[src/rtl/can_error_controller.sv]
// can_error_controller: CAN fault confinement (TEC/REC, active/passive/bus-off) and error-frame sequencer
module can_error_controller #(
  parameter int FLAG_BITS   = 6,
  parameter int DELIM_BITS  = 8,
  parameter int RUN_BITS    = 11,
  parameter int BUSOFF_RUNS = 128
) (
  input  logic       i_Clock,
  input  logic       i_Reset_n,
  input  logic       i_sample,
  input  logic       i_Data,
  input  logic       i_form_monitor,
  input  logic       i_bit_monitor,
  input  logic       i_stuff_monitor,
  input  logic       i_crc_monitor,
  input  logic       i_ack_monitor,
  input  logic       i_is_transmitter,
  input  logic       i_frame_ok,
  output logic       o_tx_bit,
  output logic       o_busy,
  output logic [1:0] o_error_state,
  output logic [8:0] o_tec,
  output logic [7:0] o_rec
);
  typedef enum logic [1:0] {IDLE, FLAG, WAIT_REC, DELIM} state_t;
  state_t state, state_nxt;
  logic [7:0] cnt, cnt_nxt, run_cnt, runs;
  logic [8:0] tec_nxt;
  logic [7:0] rec_nxt;
  logic bus_off, flag_rec, passive, err, ok, off_set, run_done, recover;
  assign passive  = o_tec >= 9'd128 || o_rec >= 8'd128;
  assign err      = i_sample && state == IDLE && !bus_off &&
                    (i_form_monitor | i_bit_monitor | i_stuff_monitor | i_crc_monitor | i_ack_monitor);
  assign ok       = i_sample && state == IDLE && !bus_off && i_frame_ok && !err;
  assign off_set  = !bus_off && tec_nxt[8];
  assign run_done = bus_off && i_sample && i_Data && run_cnt == 8'(RUN_BITS - 1);
  assign recover  = run_done && runs == 8'(BUSOFF_RUNS - 1);
  always_comb begin
    tec_nxt = o_tec;
    rec_nxt = o_rec;
    if (err && i_is_transmitter) tec_nxt = o_tec >= 9'd504 ? 9'd511 : o_tec + 9'd8;
    if (err && !i_is_transmitter) rec_nxt = o_rec == 8'd255 ? o_rec : o_rec + 8'd1;
    if (ok && i_is_transmitter) tec_nxt = o_tec == 9'd0 ? o_tec : o_tec - 9'd1;
    if (ok && !i_is_transmitter) rec_nxt = o_rec == 8'd0 ? o_rec : o_rec - 8'd1;
  end
  always_ff @(posedge i_Clock)
    if (!i_Reset_n) state <= IDLE;
    else state <= state_nxt;
  always_comb begin
    state_nxt = state;
    cnt_nxt   = cnt;
    if (off_set) begin
      state_nxt = IDLE;
      cnt_nxt   = 8'd0;
    end else if (i_sample)
      case (state)
        IDLE: if (err) begin
          state_nxt = FLAG;
          cnt_nxt   = 8'd0;
        end
        FLAG: if (cnt == 8'(FLAG_BITS - 1)) begin
          state_nxt = WAIT_REC;
          cnt_nxt   = 8'd0;
        end else cnt_nxt = cnt + 8'd1;
        WAIT_REC: if (i_Data) begin
          state_nxt = DELIM;
          cnt_nxt   = 8'd1;
        end
        DELIM: if (!i_Data) begin
          state_nxt = WAIT_REC;
          cnt_nxt   = 8'd0;
        end else if (cnt == 8'(DELIM_BITS - 1)) begin
          state_nxt = IDLE;
          cnt_nxt   = 8'd0;
        end else cnt_nxt = cnt + 8'd1;
      endcase
  end
  always_comb begin
    o_busy        = state != IDLE;
    o_tx_bit      = state == FLAG ? flag_rec : 1'b1;
    o_error_state = bus_off ? 2'b10 : passive ? 2'b01 : 2'b00;
  end
  // flag polarity is latched from the error state before the increment lands
  always_ff @(posedge i_Clock)
    if (!i_Reset_n) begin
      cnt      <= 8'd0;
      flag_rec <= 1'b0;
      o_tec    <= 9'd0;
      o_rec    <= 8'd0;
      bus_off  <= 1'b0;
      run_cnt  <= 8'd0;
      runs     <= 8'd0;
    end else begin
      cnt     <= cnt_nxt;
      o_tec   <= recover ? 9'd0 : tec_nxt;
      o_rec   <= recover ? 8'd0 : rec_nxt;
      bus_off <= recover ? 1'b0 : bus_off | tec_nxt[8];
      if (err) flag_rec <= passive;
      if (bus_off && i_sample) begin
        run_cnt <= (!i_Data || run_done) ? 8'd0 : run_cnt + 8'd1;
        runs    <= recover ? 8'd0 : run_done ? runs + 8'd1 : runs;
      end
    end
endmodule

[config.mk]
export PLATFORM = sky130hd
export DESIGN_NAME = can_error_controller
export DESIGN_NICKNAME = d
export VERILOG_FILES = /design/src/rtl/can_error_controller.sv
export SDC_FILE = /design/constraint.sdc
export NUM_CORES = 1
export LEC_CHECK = 0
export ABC_AREA = 1
export BUFFER_PORTS_ARGS = -buffer_cell sky130_fd_sc_hd__buf_2
export CORE_MARGIN = 3
export CORE_UTILIZATION = 56
export DETAILED_ROUTE_END_ITERATION = 10
export MAX_ROUTING_LAYER = met4
export PLACE_DENSITY = 0.78
export REMOVE_ABC_BUFFERS = 1
export SYNTH_ARGS = -nofsm -noshare
export SYNTH_HDL_FRONTEND = slang
export SYNTH_SLANG_ARGS = --single-unit
export TNS_END_PERCENT = 1
[constraint.sdc]
create_clock -name i_Clock -period 5.75 [get_ports i_Clock]
set_input_delay 0.575 -clock i_Clock [delete_from_list [all_inputs] [get_ports i_Clock]]
set_output_delay 0.575 -clock i_Clock [all_outputs]
set_load 0.02 [all_outputs]
Word-level counts from Yosys, hierarchy flattened
Index checks and enable logic that the tools add are counted.

Latch bits: 0. Bits in registers: 45. Memories kept: 0. Bits of input ports: 11. ROM bits: 0. Bits in writable memories: 0.

Reductions and logical operators: 34. Shift operators: 0. Multipliers: 0. Bitwise operators: 6. Magnitude comparators: 3. Eq/ne operators: 15. Multiplexer cells: 26. $add $sub $neg: 7. Div/mod/pow operators: 0.

Operator list (count): $mux 8 (12); $mux 9 (4); $add 8x1->8 const B (4); $pmux 8 s4 (1); $eq 8x3->1 const B (2); $logic_and 1x1->1 (14); $mux 2 (6); $ne 2x2->1 const B (5); $add 9x4->9 const B (1); $ge 9x8->1 const B (1); $ge 9x9->1 const B (1); $logic_not 9->1 (1); $sub 9x1->9 const B (1); $eq 8x4->1 const B (1); $eq 8x7->1 const B (1); $eq 8x8->1 const B (1); $ge 8x8->1 const B (1); $logic_not 8->1 (1); $pmux 2 s4 (1); $reduce_bool 2->1 (4); $sub 8x1->8 const B (1); $reduce_and 3->1 (2); $or 1x1->1 (5); $reduce_and 5->1 (1); 11 further kinds (19).

Longest topological paths before layout
Gate-level depths: netlist (run 1).

Word-level depth: 11. Depth in mapped cells: 16.

Worst setup path after synthesis (run 1)
No wires, ideal clock.

Kind: input to register. Start: in i_stuff_monitor. End: reg o_rec[7]. Setup time: 115 ps. Data arrival time: 2207 ps. Path slack: 3427 ps. Cell stages on the path: 13. Path buffers: 0. Cell sequence: nor2_1 nand3_1 nor2_4 nand2_1 inv_1 ha_1 a21oi_1 a21boi_0 nand3_1 nand2_1 nand3_1 nand2_1 nor2_1.

Word-level cells in the longest chain between the ends: 9. Elaborated cells between the ends (all ways): 13. Classes of those cells: eq/ne: 2; mux: 1; bitwise: 3; reduce/logical: 7.

Ends and longest elaborated chain: from (decl) (line 14) `input logic i_stuff_monitor,`; $or 1x1->1 * (3 in a row) (line 33) `(i_form_monitor | i_bit_monitor | i_stuff_monitor | i_crc_monitor | i_ack_monitor);`; $logic_and 1x1->1 * (line 32) `assign err = i_sample && state == IDLE && !bus_off &&`; $logic_not 1->1 (line 34) `assign ok = i_sample && state == IDLE && !bus_off && i_frame_ok && !err;`; $logic_and 1x1->1 (line 34); $logic_and 1x1->1 (line 44) `if (ok && !i_is_transmitter) rec_nxt = o_rec == 8'd0 ? o_rec : o_rec - 8'd1;`; $ne 2x2->1 (no source line) (tied with other cells); $reduce_and 3->1 (no source line); to (signal assigned) (line 96) `o_rec <= recover ? 8'd0 : rec_nxt;`; to (decl) (line 23) `output logic [7:0] o_rec`.

Mark *: on every way between the ends. The rest lies on a longest branch, timed or not. A chain may end at the register's enable or synchronous reset.

Worst setup path after layout (run 1)
Start: reg state[0]. End: reg o_rec[7].

Word-level cells in the longest chain between the ends: 9. Elaborated cells between the ends (all ways): 14. Classes of those cells: eq/ne: 2; mux: 1; reduce/logical: 11.

Ends and longest elaborated chain: from (decl) (line 26) `state_t state, state_nxt;`; from (signal assigned) (line 48) `else state <= state_nxt;`; $logic_not 2->1 * (line 32, 34); $logic_and 1x1->1 * (2 in a row) (line 32, 34); $logic_and 1x1->1 (line 32); $logic_not 1->1 (line 34); $logic_and 1x1->1 (line 34); $logic_and 1x1->1 (line 44); $ne 2x2->1 (no source line) (tied with other cells); $reduce_and 3->1 (no source line).

Marked as above.

==> flow_summary.json, run 1 <==
{
  "cts_sinks": 45,
  "tightest_slew_ps": 380,
  "maxCapViolations": 0,
  "seqPwrFrac": 0.477,
  "setup_violations": 0,
  "critPathMaxFanout": 7,
  "layout_common_cells": "101 x nand2_1, 66 x nor2_1, 63 x inv_1",
  "netlist_instances": 467,
  "viasPerCell": 5.15,
  "drt_wl_total_mm": 6.76,
  "crit_type": "reg -> reg",
  "outcome": "finished clean",
  "core_mm2": 0.00514,
  "clkTransAtPathRegs_ps": 80,
  "fmax_mhz": 390,
  "tns_ps": 0,
  "relSlewSlack": 0.745,
  "cts.path.max_buffers": 2,
  "hold_path.class": "reg -> reg",
  "synth.largest_area_cell": "dfxtp_1",
  "cts_hold_buf": 0,
  "critPathLaunchType": "register",
  "vdd_ir_drop_max_uv": 137,
  "syn_to_final_growth_pct": 9.65,
  "grt_pass1_wl_mm": 12.0,
  "h-tree-depth": 2,
  "die_area_mm2": 0.00629,
  "first_pass_iters": 5,
  "synth.area.top_cells": "dfxtp_1 30%, nand2_1 13%, nor2_1 8.2%, inv_1 7.9%, ha_1 6.2%",
  "cts_buffers": 5,
  "r2r_cells": 16,
  "diodes": 0,
  "arrival_ps": 2770,
  "cts_tree": "yes",
  "slew_viol_final": 0,
  "ant_nets": 0,
  "portBuffers": 31,
  "rsz0062_at_grt": "false",
  "die_w_um": 79.3,
  "track_usage": 0.240,
  "cts_setup_buffers": 0,
  "ff2ff_setup_slack_ps": 3180,
  "syn_avg_cell_area_um2": 6.44,
  "period_minus_slack_ps": 2570,
  "hpwl_mm": 5.19,
  "postCtsResizedCells": 0,
  "clock_latency_ps": 300,
  "path_cells": "inv_2 > nand2_2 > nor2_4 > nand2_1 > nor2_4 > nand2_1 > inv_1 > ha_1 > inv_1 > o21bai_1 > a21boi_0 > nand3_1 > nand2_1 > nand3_1 > nand2_1 > nor2_1",
  "vias": 2932,
  "slowest_delay_ps": 390,
  "drc": 0,
  "clock_skew_ps": 7.45,
  "crit_path_end_kind": "register",
  "dp.cells": 562,
  "gp_congestion": 0.913,
  "grt_pass1_vias": 2798,
  "p_clk_frac": 0.281,
  "path_common_cell": "nand2_1",
  "gr-total-overflow": 0,
  "antenna_found_initial": 0,
  "cts_root_buf": "clkbuf_8",
  "start_util": 0.585,
  "hold-worst-slack_ps": 493,
  "layout_commonest_cell": "nand2_1",
  "rows": 26,
  "fin_nets": 526,
  "die_h_um": 79.3,
  "p_per_area_mw_per_mm2": 218,
  "leakage_nw": 1.60,
  "synthDistinctLibCells": 31,
  "wl_per_cell_um": 11.9,
  "grt_max_degree": 17,
  "final_cells": 569,
  "comb_power_share": 0.241,
  "whs_path_depth": 2,
  "cellInternalPower_mw": 0.477,
  "worstPathRequired_ps": 5950,
  "final_area_mm2": 0.00330,
  "p_switching_mw": 0.241,
  "drive_above_1_share": 0.124,
  "io_pins": 32,
  "synth_top_area_frac": 0.300,
  "drt-initial-drc-count": 176,
  "syn_area_mm2": 0.00301,
  "p_sw_frac": 0.336,
  "synth_seq_area_share": 0.300,
  "period_share": 0.446,
  "postPlaceCellArea_mm2": 0.00321,
  "crit_path_top_delay_cell": "dfxtp_1",
  "yosys_warnings": 0,
  "hold_violations": 0,
  "ys_ff_latch": 45,
  "fin_util": 0.642
}
## synth_stat cells
library cell / number
nand2_1: 101
nor2_1: 66
inv_1: 63
dfxtp_1: 45
nand3_1: 37
a21oi_1: 33
o21ai_0: 20
ha_1: 15
nand4_1: 14
xor2_1: 13
inv_2: 9
o21ai_1: 7
nand2_2: 5
xnor2_1: 5
buf_2: 4
o211ai_1: 4
nor2_2: 3
nor2_4: 3
nor3_1: 3
a31oi_1: 2
clkinv_1: 2
nand3_2: 2
nand3b_2: 2
o21bai_1: 2
a21boi_0: 1
and2_1: 1
buf_4: 1
buf_6: 1
fa_1: 1
nor4_1: 1
or2_2: 1
## power by group through the flow
stage	sequential [mW]	combinational [mW]	clock [mW]
after detailed placement	0.350	0.173	0
after CTS	0.343	0.174	0.207
after floorplan	0.356	0.119	0
final	0.343	0.173	0.202
after global routing	0.346	0.198	0.220
after global placement	0.350	0.169	0
## stage by stage
| step | setup slack (ps) | total power [mW] |
|---|---|---|
| after floorplan | 3430 | 0.474 |
| after global placement | 3130 | 0.518 |
| after detailed placement | 2960 | 0.523 |
| after CTS | 3200 | 0.724 |
| after global routing | 2880 | 0.764 |
| final | 3180 | 0.718 |
## metal layers
metal / vias up / part of all wire / GRT usage
li1: 1560 / - / -
met1: 1319 / 0.47 / 0.292
met2: 47 / 0.48 / 0.412
met3: 6 / 0.038 / 0.0374
met4: 0 / 0.010 / 0.0653
met5: - / 0 / -
## final cells by class
type | instances | area [µm²]
fillers | 502 | 1840
inverters | 74 | 278
clock buffers | 7 | 86.3
well taps | 70 | 87.6
flip-flops and latches | 45 | 901
multi-input cells | 342 | 1790
repair buffers | 31 | 155
## cell families (layout without fill, tap and decap cells)
kind of cell,after synthesis,after routing,share of synthesized area
and+or+nand+nor,239,239,0.352
buffers and inverters,80,112,0.105
AOI/OAI and AO/OA,69,69,0.121
DFF,45,45,0.299
xor gates and xnor gates,18,18,0.0524
adders and majority gates,16,16,0.0691
## registers in the layout, summed over array words and instances (netlist names)
| signal | cells |
|---|---|
| o_tec | 9 |
| cnt | 8 |
| o_rec | 8 |
| run_cnt | 8 |
| runs | 8 |
| state | 2 |
| bus_off | 1 |
| flag_rec | 1 |
## critical path, delay by kind of cell, from the launching register on
family / cells / cell delay, ps
buf+inv: 3 / 410
simple gates: 10 / 1010
flops: 1 / 390
compound gates: 2 / 360
fa+ha+maj: 1 / 300
## final timing paths
kind             from  endpoint
min reg2reg   runs[7]   runs[7]
min           runs[7]   runs[7]
max          state[0]  o_rec[7]
max reg2reg  state[0]  o_rec[7]
Note: power is estimated with default switching activity, not from simulation.
==> run 2: changes to the inputs <==
==> constraint.sdc (replaced) <==
create_clock -name i_Clock -period 2.5 [get_ports i_Clock]
set_input_delay 0.25 -clock i_Clock [delete_from_list [all_inputs] [get_ports i_Clock]]
set_output_delay 0.25 -clock i_Clock [all_outputs]
set_load 0.02 [all_outputs]
==> run 2 against run 1 <==
Sequential share of layout area shrank 0.54 points. Non-clock buffer count grew 2. Clock skew grew 7.5 ps. Die area is the same. Power grew 150%. First-iteration DRC count shrank 8.5%. Wire length grew 3.1%. Flip-flop and latch count is the same. Final cell count grew 0.53%. Count of clock-buffer cells in the layout is the same. Via count grew 1.3%. Global-route usage grew 0.14 points. Critical path type unchanged. Largest power group unchanged.
==> flow_summary.json, run 2 (same netlist as run 1, synthesis figures left out) <==
{
  "outcome": "finished clean",
  "critPathLaunchType": "register",
  "h-tree-depth": 2,
  "vias": 2971,
  "syn_to_final_growth_pct": 12.2,
  "p_per_area_mw_per_mm2": 527,
  "period_minus_slack_ps": 2340,
  "cts_sinks": 45,
  "track_usage": 0.241,
  "clock_skew_ps": 15.0,
  "worst_slack_ps": 157,
  "cts_root_buf": "clkbuf_8",
  "worstPathRequired_ps": 2730,
  "layout_common_cells": "99 x nand2_1, 66 x nor2_1, 62 x inv_1",
  "rows": 26,
  "leakage_nw": 1.63,
  "clkTransAtPathRegs_ps": 90,
  "drc": 0,
  "grt_pass1_wl_mm": 12.0,
  "largest_reg_flops": 9,
  "first_pass_iters": 5,
  "relSlewSlack": 0.721,
  "vdd_ir_drop_max_uv": 382,
  "p_switching_mw": 0.569,
  "ant_nets": 0,
  "tns_ps": 0,
  "tightest_slew_ps": 414,
  "start_util": 0.585,
  "hold_violations": 0,
  "p_sw_frac": 0.320,
  "io_pins": 32,
  "seqPwrFrac": 0.442,
  "fmax_mhz": 427,
  "dpl_worst_slack_ps": 52.5,
  "cts_tree": "yes",
  "critPathMaxFanout": 7,
  "viasPerCell": 5.19,
  "setup_violations": 0,
  "drt-initial-drc-count": 161,
  "diodes": 0,
  "layout_commonest_cell": "nand2_1",
  "cts.path.max_buffers": 2,
  "gp_congestion": 0.945,
  "drt_wl_total_mm": 6.98,
  "crit_path_end_kind": "register",
  "portBuffers": 31,
  "gr-total-overflow": 0,
  "clock_latency_ps": 310,
  "cts_buffers": 5,
  "cellInternalPower_mw": 1.21,
  "arrival_ps": 2580,
  "wl_per_cell_um": 12.2,
  "crit_type": "reg -> reg",
  "die_h_um": 79.3,
  "antenna_found_initial": 0,
  "die_area_mm2": 0.00629,
  "comb_power_share": 0.231,
  "hold_path.class": "in -> reg",
  "p_clk_frac": 0.326,
  "slew_viol_final": 0,
  "drive_above_1_share": 0.143,
  "period_share": 0.937,
  "die_w_um": 79.3,
  "hpwl_mm": 5.16,
  "core_mm2": 0.00514,
  "fin_nets": 528,
  "maxCapViolations": 0,
  "grt_max_degree": 17,
  "grt_pass1_vias": 2798,
  "largest_register": "o_tec",
  "rsz0062_at_grt": "false"
}
-- run 2: cell count changes in the layout (fill, tap and decap cells not counted), moves of 2 or more --
cell,previous run,this run
dfxtp_2,0,2
nand2_1,101,99
buf_4,0,2
dfxtp_1,45,43
-- run 2: path summary, 6_finish.rpt --
check                  from  endpoint  slack (ps)  depth (start not counted)
setup / recovery   state[0]  o_rec[7]         160                         15
hold / removal    i_Reset_n   runs[1]         250                          3
setup reg to reg   state[0]  o_rec[7]         160                         15
hold reg to reg     runs[7]   runs[7]         490                          2
-- run 2: metal layers --
metal	track usage	vias up	part of all wire
li1	-	1562	-
met1	0.291	1351	0.46
met2	0.411	50	0.49
met3	0.0363	8	0.039
met4	0.0825	0	0.011
met5	-	-	0
-- run 2: final cells by class --
cell class	instances	area [µm²]
well taps	70	87.6
repair buffers	33	170
flip-flops and latches	45	903
clock inverters	1	30.0
clock buffers	7	86.3
fillers	488	1770
multi-input cells	342	1820
inverters	74	280
-- run 2: worst max-delay path: stages (launching register included) --
cell      delay [ps]
dfxtp_2          360
inv_2             80
nand2_2           90
nor2_4           130
nand2_1           90
nor2_4           180
nand2_4           90
inv_4            100
ha_1             260
inv_1            100
o21bai_1         110
a21boi_1         200
nand3_1          170
nand3_1          130
nand2_1           70
nor2_1           100
-- run 2: repair_timing --
item / in CTS / in global routing
setup buffers: 0 / 2
resized for setup: 1 / 9
cloned: 0 / 0
pin swaps: 0 / 4
hold buffers: 0 / 0
endpoints found under the setup margin: 1 / 5
-- run 2: per-stage QoR --
| stage | util | cells | hold slack [ps] | instance area (µm²) | power (mW) |
|---|---|---|---|---|---|
| finish | 0.657 | 572 | 252 | 3370 | 1.78 |
| CTS | 0.648 | 570 | 237 | 3330 | 1.79 |
| detailed placement | 0.625 | 562 | 477 | 3210 | 1.20 |
| global route | 0.657 | 572 | 257 | 3370 | 1.88 |
| global placement | 0.625 | 562 | 472 | 3210 | 1.19 |
| floorplan | - | 461 | 386 | 2970 | 1.09 |
-- run 2: power groups by stage --
stage,Clock [mW],Combinational [mW],Sequential (mW)
2_1_floorplan,0,0.273,0.818
3_3_place_gp,0,0.390,0.801
3_5_place_dp,0,0.397,0.802
4_1_cts,0.600,0.400,0.786
5_1_grt,0.621,0.463,0.794
6_report,0.580,0.412,0.787
==> run 3: changes to the inputs <==
--- a/config.mk
+++ b/config.mk
@@ -7,7 +7,7 @@
 export LEC_CHECK = 0
 export ABC_AREA = 1
 export BUFFER_PORTS_ARGS = -buffer_cell sky130_fd_sc_hd__buf_2
-export CORE_MARGIN = 3
+export CORE_MARGIN = 10
 export CORE_UTILIZATION = 56
 export DETAILED_ROUTE_END_ITERATION = 10
 export MAX_ROUTING_LAYER = met4
==> run 3 against run 2 <==
Via count is 1.7% lower. Worst hold slack better by 6.3 ps. Utilization shrank 1.6 points. Critical endpoint is now o_rec[5].
==> flow_summary.json, run 3 (same netlist as run 1, synthesis figures left out) <==
{
  "syn_to_final_growth_pct": 10.2,
  "period_share": 0.906,
  "cts_root_buf": "clkbuf_8",
  "path_cells": "inv_1 > nand2_1 > nor2_4 > nand2_1 > nor2_4 > nand2_2 > inv_2 > ha_2 > a21oi_2 > nand2_1 > a21oi_2 > and2_1 > o21ai_1 > a21oi_1",
  "outcome": "finished clean",
  "drive_above_1_share": 0.140,
  "cts.path.max_buffers": 2,
  "slowest_delay_ps": 330,
  "worstPathRequired_ps": 2720,
  "layout_commonest_cell": "nand2_1",
  "track_usage": 0.162,
  "io_pins": 32,
  "fin_nets": 528,
  "gr-total-overflow": 0,
  "crit_path_top_delay_cell": "dfxtp_1",
  "maxCapViolations": 0,
  "cts_buffers": 5,
  "largest_register": "o_tec",
  "h-tree-depth": 2,
  "clkTransAtPathRegs_ps": 80,
  "first_pass_iters": 4,
  "die_w_um": 93.3,
  "p_per_area_mw_per_mm2": 487,
  "ant_nets": 0,
  "hpwl_mm": 5.23,
  "wl_per_cell_um": 11.7,
  "vias": 2921,
  "clock_skew_ps": 8.54,
  "critPathMaxFanout": 6,
  "setup_violations": 0,
  "layout_common_cells": "100 x nand2_1, 66 x nor2_1, 62 x inv_1",
  "drc": 0,
  "grt_pass1_wl_mm": 11.6,
  "portBuffers": 31,
  "tns_ps": 0,
  "vdd_ir_drop_max_uv": 261,
  "grt_pass1_vias": 2694,
  "path_common_cell": "nand2_1",
  "hold_path.class": "in -> reg",
  "r2r_cells": 14,
  "rows": 26,
  "rsz0062_at_grt": "false",
  "relSlewSlack": 0.758,
  "arrival_ps": 2490,
  "slew_viol_final": 0,
  "start_util": 0.582,
  "nFillCells": 470,
  "drt-initial-drc-count": 130,
  "leakage_nw": 1.60,
  "cts_tree": "yes",
  "gp_congestion": 0.928,
  "largest_reg_flops": 9,
  "core_mm2": 0.00517,
  "tightest_slew_ps": 360,
  "cts_sinks": 45,
  "crit_path_end_kind": "register",
  "crit_type": "reg -> reg",
  "antenna_found_initial": 0,
  "fin_util": 0.641,
  "critPathLaunchType": "register",
  "die_area_mm2": 0.00870,
  "viasPerCell": 5.12,
  "whs_path_depth": 3,
  "diodes": 0,
  "die_h_um": 93.3,
  "drt_wl_total_mm": 6.68,
  "period_minus_slack_ps": 2270,
  "hold_violations": 0,
  "grt_max_degree": 17,
  "clock_latency_ps": 300,
  "fmax_mhz": 441
}
run 3: changes by cell type in the layout (fill, tap and decap cells not counted), sizes merged:
cell,delta
clkinv,+1
bufinv,-1
clkbuf,-2
run 3: repair_timing:
action                     4_1_cts  5_1_grt
buffers inserted                 0        2
gates resized for setup          0        7
setup endpoints to repair        0        4
hold buffers                     0        0
run 3: area by class of cell:
type	count	area [µm²]	area share
Multi-Input combinational cell	342	1800	0.544
Sequential cell	45	902	0.272
Inverter	74	278	0.0838
Timing Repair Buffer	33	170	0.0513
Tap cell	70	87.6	0.0264
Clock buffer	5	68.8	0.0208
Clock inverter	1	5.00	0.00151
run 3: through the flow:
step	area (µm²)	total power, mW	hold slack [ps]	setup slack (ps)	instances
final	3310	1.61	259	234	570
after global routing	3310	1.72	271	41.3	570
after CTS	3290	1.63	254	50.3	568
after detailed placement	3210	1.20	485	78.5	562
after global placement	3210	1.20	472	197	562
after floorplan	2970	1.09	386	263	461
run 3: metal layers:
| layer | vias up | part of all wire | GRT usage |
|---|---|---|---|
| met1 | 1318 | 0.48 | 0.190 |
| li1 | 1566 | - | - |
| met2 | 32 | 0.49 | 0.281 |
| met3 | 5 | 0.028 | 0.0320 |
| met5 | - | 0 | - |
| met4 | 0 | 0.0054 | 0.0283 |
run 3: worst max-delay path: cells and delay by family, from the launching register on:
family / cells / cell delay [ps]
fa+ha+maj: 1 / 320
buf+inv: 2 / 230
flops: 1 / 330
simple gates: 7 / 850
compound gates: 4 / 460
run 3: final timing paths:
path / from / endpoint / slack [ps]
worst max-delay path: bus_off / o_rec[5] / 230
worst min register to register: runs[7] / runs[7] / 500
worst max register to register: bus_off / o_rec[5] / 230
worst min-delay path: i_Reset_n / run_cnt[2] / 260
run 3: power breakdown:
group / internal, mW / switching [mW] / total, mW
registers: 0.747 / 0.0410 / 0.788
clock network: 0.184 / 0.240 / 0.425
logic: 0.132 / 0.269 / 0.401
